File: config.mk
export PLATFORM = sky130hd
export DESIGN_NAME = autoconfig_host_flat
export DESIGN_NICKNAME = d
export VERILOG_FILES = /design/src/rtl/autoconfig_host_if.sv /design/src/rtl/autoconfig_host.sv /design/src/flat_wrapper.sv
export SDC_FILE = /design/constraint.sdc
export NUM_CORES = 1
export LEC_CHECK = 0
export CAP_MARGIN = 20
export CORE_AREA = 2 2 157 159
export DETAILED_ROUTE_END_ITERATION = 16
export DIE_AREA = 0 0 159 161
export GPL_TIMING_DRIVEN = 0
export PLACE_DENSITY = 0.48
export RECOVER_POWER = 25
export SLEW_MARGIN = 5
export SYNTH_ARGS = -nofsm -noshare
export SYNTH_HDL_FRONTEND = slang
export SYNTH_SLANG_ARGS = --single-unit
File: constraint.sdc
create_clock -name MB_CLK -period 8.24 [get_ports MB_CLK]
set_input_delay 2.06 -clock MB_CLK [delete_from_list [all_inputs] [get_ports MB_CLK]]
set_output_delay 2.06 -clock MB_CLK [all_outputs]
set_load 0.01 [all_outputs]
File: src/rtl/autoconfig_host_if.sv
// autoconfig_host_if: simplified 68000 bus between the AUTOCONFIG host and the board chain
interface autoconfig_host_if;
  logic [7:0] ADDRESS_HIGH;
  logic [6:0] ADDRESS_LOW;
  logic BUS_AS;
  logic BUS_UDS;
  logic BUS_LDS;
  logic BUS_RW;
  logic DTACK;
  logic [3:0] DATA_IN;
  logic [3:0] DATA_OUT;
  logic DATA_OE;
  modport master (
    output ADDRESS_HIGH, ADDRESS_LOW, BUS_AS, BUS_UDS, BUS_LDS, BUS_RW, DATA_OUT, DATA_OE,
    input DTACK, DATA_IN
  );
  modport slave (
    input ADDRESS_HIGH, ADDRESS_LOW, BUS_AS, BUS_UDS, BUS_LDS, BUS_RW, DATA_OUT, DATA_OE,
    output DTACK, DATA_IN
  );
endinterface

File: src/rtl/autoconfig_host.sv
// autoconfig_host: Zorro II AUTOCONFIG initiator that walks the $E80000 chain and assigns base addresses
module autoconfig_host #(
  parameter int TIMEOUT_CYCLES = 64,
  parameter int MAX_BOARDS = 8,
  parameter logic [7:0] BASE_FIRST = 8'h20,
  parameter logic [8:0] BASE_LIMIT = 9'h0A0
) (
  input  logic MB_CLK,
  input  logic RESET,
  autoconfig_host_if.master bus,
  input  logic START,
  output logic BUSY,
  output logic DONE,
  output logic TIMEOUT,
  output logic BOARD_VALID,
  output logic [7:0] BOARD_BASE,
  output logic [2:0] BOARD_SIZE,
  output logic [7:0] BOARD_PRODUCT,
  output logic BOARD_SHUTUP,
  output logic [3:0] BOARD_COUNT
);
  typedef enum logic [3:0] {IDLE, RD_T0, RD_T1, RD_P0, RD_P1, ALLOC, WR_LO, WR_HI, WR_SHUT, REPORT, FINISH} seq_t;
  typedef enum logic [1:0] {B_IDLE, SETUP, STROBE, RECOV} bus_t;
  seq_t st;
  bus_t ph;
  logic [15:0] tcnt;
  logic tmo, shut, is_wr, is_bus, fits;
  logic [7:0] typ, prod, base;
  logic [8:0] nxt, n, aligned;
  logic [6:0] idx;
  logic [3:0] wdat;
  assign bus.BUS_LDS = 1'b1;
  // register index and write data implied by the current sequencer step
  always_comb begin
    is_wr = st inside {WR_LO, WR_HI, WR_SHUT};
    is_bus = is_wr || st inside {RD_T0, RD_T1, RD_P0, RD_P1};
    idx = st == RD_T1 ? 7'h01 : st == RD_P0 ? 7'h02 : st == RD_P1 ? 7'h03 :
          st == WR_LO ? 7'h25 : st == WR_HI ? 7'h24 : st == WR_SHUT ? 7'h26 : 7'h00;
    wdat = st == WR_LO ? base[3:0] : st == WR_HI ? base[7:4] : 4'h0;
  end
  // size code c covers 64K << (c-1), code 0 is 8M; alignment counts from the window start so 4M boards land at $200000/$600000
  always_comb begin
    n = typ[2:0] == 3'd0 ? 9'd128 : 9'd1 << (typ[2:0] - 3'd1);
    aligned = {1'b0, BASE_FIRST} + ((nxt - {1'b0, BASE_FIRST} + n - 9'd1) & ~(n - 9'd1));
    fits = aligned + n <= BASE_LIMIT;
  end
  // bus engine and board sequencer, all outputs registered
  always_ff @(posedge MB_CLK or negedge RESET)
    if (!RESET) begin
      st <= IDLE;
      ph <= B_IDLE;
      tcnt <= '0;
      tmo <= 1'b0;
      shut <= 1'b0;
      typ <= '0;
      prod <= '0;
      base <= '0;
      nxt <= '0;
      bus.ADDRESS_HIGH <= '0;
      bus.ADDRESS_LOW <= '0;
      bus.BUS_AS <= 1'b1;
      bus.BUS_UDS <= 1'b1;
      bus.BUS_RW <= 1'b1;
      bus.DATA_OUT <= '0;
      bus.DATA_OE <= 1'b0;
      BUSY <= 1'b0;
      DONE <= 1'b0;
      TIMEOUT <= 1'b0;
      BOARD_VALID <= 1'b0;
      BOARD_BASE <= '0;
      BOARD_SIZE <= '0;
      BOARD_PRODUCT <= '0;
      BOARD_SHUTUP <= 1'b0;
      BOARD_COUNT <= '0;
    end else begin
      DONE <= 1'b0;
      BOARD_VALID <= 1'b0;
      case (ph)
        B_IDLE: if (is_bus) begin
          ph <= SETUP;
          tcnt <= '0;
          tmo <= 1'b0;
          bus.ADDRESS_HIGH <= 8'hE8;
          bus.ADDRESS_LOW <= idx;
          bus.BUS_RW <= !is_wr;
          bus.DATA_OUT <= wdat;
          bus.DATA_OE <= is_wr;
        end
        SETUP: begin
          ph <= STROBE;
          bus.BUS_AS <= 1'b0;
          bus.BUS_UDS <= 1'b0;
        end
        STROBE: if (!bus.DTACK || tcnt == 16'(TIMEOUT_CYCLES - 1)) begin
          ph <= RECOV;
          bus.BUS_AS <= 1'b1;
          bus.BUS_UDS <= 1'b1;
          tmo <= bus.DTACK;
          if (!bus.DTACK && st == RD_T0) typ[7:4] <= bus.DATA_IN;
          if (!bus.DTACK && st == RD_T1) typ[3:0] <= bus.DATA_IN;
          if (!bus.DTACK && st == RD_P0) prod[7:4] <= ~bus.DATA_IN;
          if (!bus.DTACK && st == RD_P1) prod[3:0] <= ~bus.DATA_IN;
        end else tcnt <= tcnt + 16'd1;
        default: begin
          ph <= B_IDLE;
          bus.DATA_OE <= 1'b0;
          bus.BUS_RW <= 1'b1;
        end
      endcase
      case (st)
        IDLE: if (START) begin
          st <= RD_T0;
          BUSY <= 1'b1;
          TIMEOUT <= 1'b0;
          BOARD_COUNT <= '0;
          nxt <= {1'b0, BASE_FIRST};
        end
        ALLOC: begin
          st <= fits ? WR_LO : WR_SHUT;
          shut <= !fits;
          base <= fits ? aligned[7:0] : 8'h00;
          nxt <= fits ? aligned + n : nxt;
        end
        REPORT: if (BOARD_COUNT == 4'(MAX_BOARDS)) begin
          st <= FINISH;
          DONE <= 1'b1;
          BUSY <= 1'b0;
        end else st <= RD_T0;
        FINISH: st <= IDLE;
        default: if (ph == RECOV) begin
          if (tmo || (st == RD_T1 && typ[7:6] != 2'b11)) begin
            st <= FINISH;
            DONE <= 1'b1;
            BUSY <= 1'b0;
            TIMEOUT <= tmo;
          end else if (st == WR_HI || st == WR_SHUT) begin
            st <= REPORT;
            BOARD_VALID <= 1'b1;
            BOARD_BASE <= base;
            BOARD_SIZE <= typ[2:0];
            BOARD_PRODUCT <= prod;
            BOARD_SHUTUP <= shut;
            BOARD_COUNT <= BOARD_COUNT + 4'd1;
          end else st <= st == RD_T0 ? RD_T1 : st == RD_T1 ? RD_P0 : st == RD_P0 ? RD_P1 : st == RD_P1 ? ALLOC : WR_HI;
        end
      endcase
    end
endmodule

File: src/flat_wrapper.sv
// flat-port wrapper written by rule: the top's interface ports become plain ports
module autoconfig_host_flat 
#(
  parameter int TIMEOUT_CYCLES = 64,
  parameter int MAX_BOARDS = 8,
  parameter logic [7:0] BASE_FIRST = 8'h20,
  parameter logic [8:0] BASE_LIMIT = 9'h0A0
)
  (MB_CLK, RESET, START, BUSY, DONE, TIMEOUT, BOARD_VALID, BOARD_BASE, BOARD_SIZE, BOARD_PRODUCT, BOARD_SHUTUP, BOARD_COUNT, bus_ADDRESS_HIGH, bus_ADDRESS_LOW, bus_BUS_AS, bus_BUS_UDS, bus_BUS_LDS, bus_BUS_RW, bus_DATA_OUT, bus_DATA_OE, bus_DTACK, bus_DATA_IN);
  autoconfig_host_if bus_i ();
  input  logic MB_CLK;
  input  logic RESET;
  input  logic START;
  output logic BUSY;
  output logic DONE;
  output logic TIMEOUT;
  output logic BOARD_VALID;
  output logic [7:0] BOARD_BASE;
  output logic [2:0] BOARD_SIZE;
  output logic [7:0] BOARD_PRODUCT;
  output logic BOARD_SHUTUP;
  output logic [3:0] BOARD_COUNT;
  output wire logic [$bits(bus_i.ADDRESS_HIGH)-1:0] bus_ADDRESS_HIGH;
  output wire logic [$bits(bus_i.ADDRESS_LOW)-1:0] bus_ADDRESS_LOW;
  output wire logic [$bits(bus_i.BUS_AS)-1:0] bus_BUS_AS;
  output wire logic [$bits(bus_i.BUS_UDS)-1:0] bus_BUS_UDS;
  output wire logic [$bits(bus_i.BUS_LDS)-1:0] bus_BUS_LDS;
  output wire logic [$bits(bus_i.BUS_RW)-1:0] bus_BUS_RW;
  output wire logic [$bits(bus_i.DATA_OUT)-1:0] bus_DATA_OUT;
  output wire logic [$bits(bus_i.DATA_OE)-1:0] bus_DATA_OE;
  input wire logic [$bits(bus_i.DTACK)-1:0] bus_DTACK;
  input wire logic [$bits(bus_i.DATA_IN)-1:0] bus_DATA_IN;
  assign bus_ADDRESS_HIGH = bus_i.ADDRESS_HIGH;
  assign bus_ADDRESS_LOW = bus_i.ADDRESS_LOW;
  assign bus_BUS_AS = bus_i.BUS_AS;
  assign bus_BUS_UDS = bus_i.BUS_UDS;
  assign bus_BUS_LDS = bus_i.BUS_LDS;
  assign bus_BUS_RW = bus_i.BUS_RW;
  assign bus_DATA_OUT = bus_i.DATA_OUT;
  assign bus_DATA_OE = bus_i.DATA_OE;
  assign bus_i.DTACK = bus_DTACK;
  assign bus_i.DATA_IN = bus_DATA_IN;
  autoconfig_host #(.TIMEOUT_CYCLES(TIMEOUT_CYCLES), .MAX_BOARDS(MAX_BOARDS), .BASE_FIRST(BASE_FIRST), .BASE_LIMIT(BASE_LIMIT)) u_core (.MB_CLK(MB_CLK), .RESET(RESET), .bus(bus_i), .START(START), .BUSY(BUSY), .DONE(DONE), .TIMEOUT(TIMEOUT), .BOARD_VALID(BOARD_VALID), .BOARD_BASE(BOARD_BASE), .BOARD_SIZE(BOARD_SIZE), .BOARD_PRODUCT(BOARD_PRODUCT), .BOARD_SHUTUP(BOARD_SHUTUP), .BOARD_COUNT(BOARD_COUNT));
endmodule
# Word level (Yosys, flattened, before mapping)
# Index checks and enable logic that the tools add are counted.
# op_classes
magnitude_cmp	1
eq_ne	23
n_reduce_logical	47
bitwise_logic	8
shift	1
n_addsub	9
muxes	61
# op_table
operator	count
$mux W4	15
$mux W7	5
$mux W16	2
$pmux W16 S2	1
$mux W9	3
$reduce_and A3 Y1	7
$mux W1	19
$add A9 B9 Y9	2
$pmux W9 S2	1
$sub A9 B1 Y9 const B	2
$add A16 B1 Y16 const B	1
$eq A16 B6 Y1 const B	1
$eq A4 B3 Y1 const B	4
$eq A4 B4 Y1 const B	4
$pmux W4 S4	1
$pmux W1 S2	6
$reduce_bool A2 Y1	6
$reduce_and A2 Y1	5
$reduce_and A5 Y1	2
$add A6 B9 Y9 const A	1
$and A9 B9 Y9	1
$le A9 B8 Y1 const B	1
$not A9 Y9	1
$reduce_bool A3 Y1	3
other kinds (30)	56
# word_totals
elab_cells	176
out_inout_bits	52
register_bits	99
inputBits	8

# Depth between registers and ports, before layout
# depth
depth_word	11
depth_mapped	24
depth_no_buf	22

# Worst setup path before layout
# No wires, ideal clock.
# synth_timing
kind	register -> register
start	reg u_core.typ[2]
end	reg u_core.nxt[4]
path_buffers	2
stages_incl_launch_ff	22
synth_period_minus_slack_ns	4.682
required_ns	8.115
slack_ns	3.558
arrival_ns	4.557
setup_ns	0.125
cell_sequence	dfrtp_1 > clkbuf_1 > nor2_1 > inv_1 > ha_1 > inv_1 > ha_1 > a21o_1 > a221oi_1 > xor2_1 > a211oi_1 > ha_1 > xnor2_1 > inv_1 > ha_1 > nand2_1 > a221oi_1 > nor4_2 > a311o_2 > nand4_2 > buf_6 > mux2_4
# synth_between
elab_chain_cells	11
elab_cells_between_ends	16
cone_classes	add/sub: 6; order compare: 1; eq/ne: 1; shift: 1; mux: 3; bitwise: 2; reduce/logical: 2
# synth_lines
item	line	text
from (decl)	autoconfig_host.sv:28	logic [7:0] typ, prod, base;
from (signal assigned)	autoconfig_host.sv:100	if (!bus.DTACK && st == RD_T1) typ[3:0] <= bus.DATA_IN;
$sub A3 B1 Y3	autoconfig_host.sv:43	n = typ[2:0] == 3'd0 ? 9'd128 : 9'd1 << (typ[2:0] - 3'd1);
$shl A1 B3 Y9	autoconfig_host.sv:43	
$mux W9 *	autoconfig_host.sv:43	
$add A9 B9 Y9 / $sub A9 B1 Y9 (equally long branches)	autoconfig_host.sv:44	aligned = {1'b0, BASE_FIRST} + ((nxt - {1'b0, BASE_FIRST} + n - 9'd1) & ~(n - 9'd1));
$sub A9 B1 Y9 / $not A9 Y9 (equally long branches)	autoconfig_host.sv:44	
$and A9 B9 Y9	autoconfig_host.sv:44	
$add A6 B9 Y9	autoconfig_host.sv:44	
$add A9 B9 Y9 *	autoconfig_host.sv:45, autoconfig_host.sv:122	
$le A9 B8 Y1	autoconfig_host.sv:45	fits = aligned + n <= BASE_LIMIT;
$ne A2 B1 Y1 (no line)	-	
$reduce_and A3 Y1 (no line)	-	
to (signal assigned)	autoconfig_host.sv:116	nxt <= {1'b0, BASE_FIRST};
to (signal assigned)	autoconfig_host.sv:122	nxt <= fits ? aligned + n : nxt;
to (decl)	autoconfig_host.sv:29	logic [8:0] nxt, n, aligned;
# Mark *: on every way between the ends. The rest lies on a longest branch, timed or not. The select of a mux whose other input is x is not followed.
# A chain may end at the register's enable or synchronous reset.

==> results.yml <==
outcome:
  status: "complete, but fails checks"
  violations: "max-capacitance violations, max-slew violations"
floorplan:
  io_pins: 60
  chipWidth_um: 159
  die_h_um: 161
  coreArea_mm2: 0.02396
  start_util: 0.2450
  die_area_mm2: 0.02560
  num_rows: 57
critical_path:
  crit_arrival_ns: 5.79
  worstPathMaxFanout: 55
  r2r-start: "u_core.typ[2]$_DFFE_PN0P_"
  cpMaxStageDelayCell: "clkbuf_1"
  rrSetupSlack_ns: 2.60
  cp-end-kind: "async pin"
  start_kind: "input port"
  crit_required_ns: 8.04
  cp_top_family: "buffers and inverters"
  critical_path_buf_inv_count: 2
  reg2reg_to: "u_core.nxt[4]$_DFFE_PN0P_"
  max_stage_delay_ns: 2.19
  criticalPathCategory: "in -> async"
  cpMostUsedCell: "clkbuf_1"
  critical_path_depth: 2
  reg2regPathDepth: 19
  path_cells: "clkbuf_1, clkbuf_1"
global_routing:
  grt_pass1_wl_um: 25190
  grt_max_degree: 56
  grt_use_total: 0.1226
  grt-ovfl-total: 0
  grt_pass1_vias: 4668
  antenna_found_initial: 0
clock_tree:
  cts_resized: 0
  numCtsBuffers: 9
  cts_tree: "built"
  clkTransAtPathRegs_ns: 0.06
  clk_path_buf_depth: 2
  h-tree-depth: 3
  root_buffer: "clkbuf_16"
  postCtsHoldBufs: 0
  clock_latency_ns: 0.35
  cts_sinks: 93
  post_cts_buffers: 0
yosys:
  yosysTopAreaCellShare: 0.3878
  syn_avg_cell_area_um2: 9.218
  synth_largest_area_cell: "dfrtp_1"
  synth_edf_count: 0
  synth_top_flop_cell: "dfrtp_1"
  seq_area_frac_synth: 0.3968
  synthTopCellsByArea: "dfrtp_1 39%, ha_1 6.4%, mux2_2 5.0%, nand2_1 4.6%, nor2_1 3.3%"
  synthCells: 637
  synth_seq_cells: 93
  async_flop_share: 1.000
  synth_cell_types: 84
  synthesis.yosys.warnings: 0
  netlist_area_mm2: 0.005872
drt:
  vias: 4765
  initialDrtViolationCount: 344
  routed_wl_um: 15400
  drc_errors: 0
  avgViaCountPerCell: 4.604
  wl_per_cell_um: 14.88
  drtPass1Iterations: 5
  ant_nets: 0
sta:
  relSlewSlack: -0.9757
  worstMarginPinSlew_ns: 2.964
  finalSetupViolCount: 0
  min_period_ns: 5.982
  finClkSkew_ns: 0.01038
  fmax_mhz: 167.2
  setup-tns-final_ns: 0
  hold_viol_final: 0
  period_share: 0.7260
  slew_viol_final: 96
  rsz0062_at_grt: "false"
placed_design:
  io_buffers: 51
  place_inst: 1019
  dp_hpwl_um: 11580
  routabilityCongestion: 0.8577
layout:
  instances_no_fill: 1035
  n_antenna_cell: 0
  nets: 745
  layout_common_cells: "91 x dfrtp_1, 72 x nand2_1, 51 x nor2_1, 50 x clkdlybuf4s50_1, 48 x inv_1"
  drive_above_1_share: 0.1280
  areaGrowthSynthToFinish_pct: 20.99
  final_common_cell: "dfrtp_1"
min_path:
  hp-class: "reg -> reg"
  worstHoldStart: "u_core.prod[6]$_DFFE_PN0P_"
  min_to: "u_core.prod[6]$_DFFE_PN0P_"
  whs_path_depth: 2
flow_run:
  cap_violations: 2
[Yosys cell counts (4+ instances only)]
library cell and instances:
nand2b_1 10, ha_1 30, nand4_1 7, nor2b_1 13, or2_2 5, xnor2_1 9
nand2_1 72, nand3_1 14, buf_4 14, a211oi_1 7, mux2i_1 6, a21oi_1 31
inv_1 48, dfrtp_1 91, o21a_1 6, buf_1 4, o31ai_1 6, o211ai_1 4
nand3b_1 5, clkbuf_1 14, o21ai_0 37, xor2_1 12, mux2_2 26, nor2_1 51
and3_1 14, a22oi_1 6, nor3_1 6
[worst register-to-register path, delay by kind of cell, from the launching register on]
family	cells	cell delay (ns)
buf+inv	3	0.72
simple gates	5	0.83
flops	1	0.50
fa+ha+maj	4	1.23
mux	1	0.32
xor+xnor	2	0.27
compound gates	4	1.68
[through the flow]
step	utilization	worst slack (ns)	area [um^2]	hold WS (ns)
5_1_grt	0.2965	1.140	7104	0.5151
3_3_place_gp	0.2842	1.270	6810	0.4639
2_1_floorplan	-	3.558	5894	0.4444
4_1_cts	0.2976	2.638	7132	0.4896
6_report	0.2965	2.258	7104	0.4796
3_5_place_dp	0.2852	2.652	6835	0.4745
[worst max-delay path by stage]
stage	startpoint	end	slack (ns)
final	RESET	u_core.prod[0]$_DFFE_PN0P_	2.26
after global routing	RESET	u_core.prod[1]$_DFFE_PN0P_	1.14
after global placement	RESET	u_core.nxt[3]$_DFFE_PN0P_	1.27
after detailed placement	u_core.typ[2]$_DFFE_PN0P_	u_core.nxt[4]$_DFFE_PN0P_	2.65
after CTS	u_core.typ[2]$_DFFE_PN0P_	u_core.nxt[4]$_DFFE_PN0P_	2.64
after floorplan	u_core.typ[2]$_DFFE_PN0P_	u_core.nxt[4]$_DFFE_PN0P_	3.56
[layout make-up]
cell class / count / area [um^2]
inverters: 49 / 183.9
clock buffers: 12 / 266.5
plain buffers: 36 / 205.2
clock inverters: 4 / 30.03
flip-flops and latches: 93 / 2330
well taps: 324 / 405.4
multi-input cells: 465 / 3176
repair buffers: 52 / 508.0
fillers: 2607 / 16860
[routing by layer]
| metal | vias to the layer above | GRT usage | share of wire |
|---|---|---|---|
| li1 | 2373 | - | - |
| met1 | 2275 | 0.1730 | 0.50 |
| met2 | 103 | 0.1925 | 0.45 |
| met3 | 14 | 0.02465 | 0.038 |
| met4 | 0 | 0.03099 | 0.013 |
| met5 | - | 0 | 0 |
[flip-flops by register name, summed over array words and instances (netlist names), 2 cells and up]
name                    cells
u_core.tcnt                16
u_core.nxt                  9
u_core.BOARD_BASE           8
u_core.BOARD_PRODUCT        8
u_core.base                 8
u_core.prod                 8
u_core.typ                  5
u_core.BOARD_COUNT          4
u_core.bus.DATA_OUT         4
u_core.st                   4
u_core.BOARD_SIZE           3
u_core.bus.ADDRESS_LOW      3
u_core.ph                   2
[logic make-up after synthesis]
logic type / share of synthesized area
flip-flops: 0.3968
multiplexers: 0.06265
AO/OA/AOI/OAI: 0.1818
other: 0.001279
AND/OR/NAND/NOR: 0.1926
adder cells (fa/ha/maj): 0.06733
XOR/XNOR: 0.03132
buffers and inverters: 0.06627
Power is left out: the tool's default activity adds up to more than one toggle a clock period on the data nets, which glitch-free logic cannot reach.
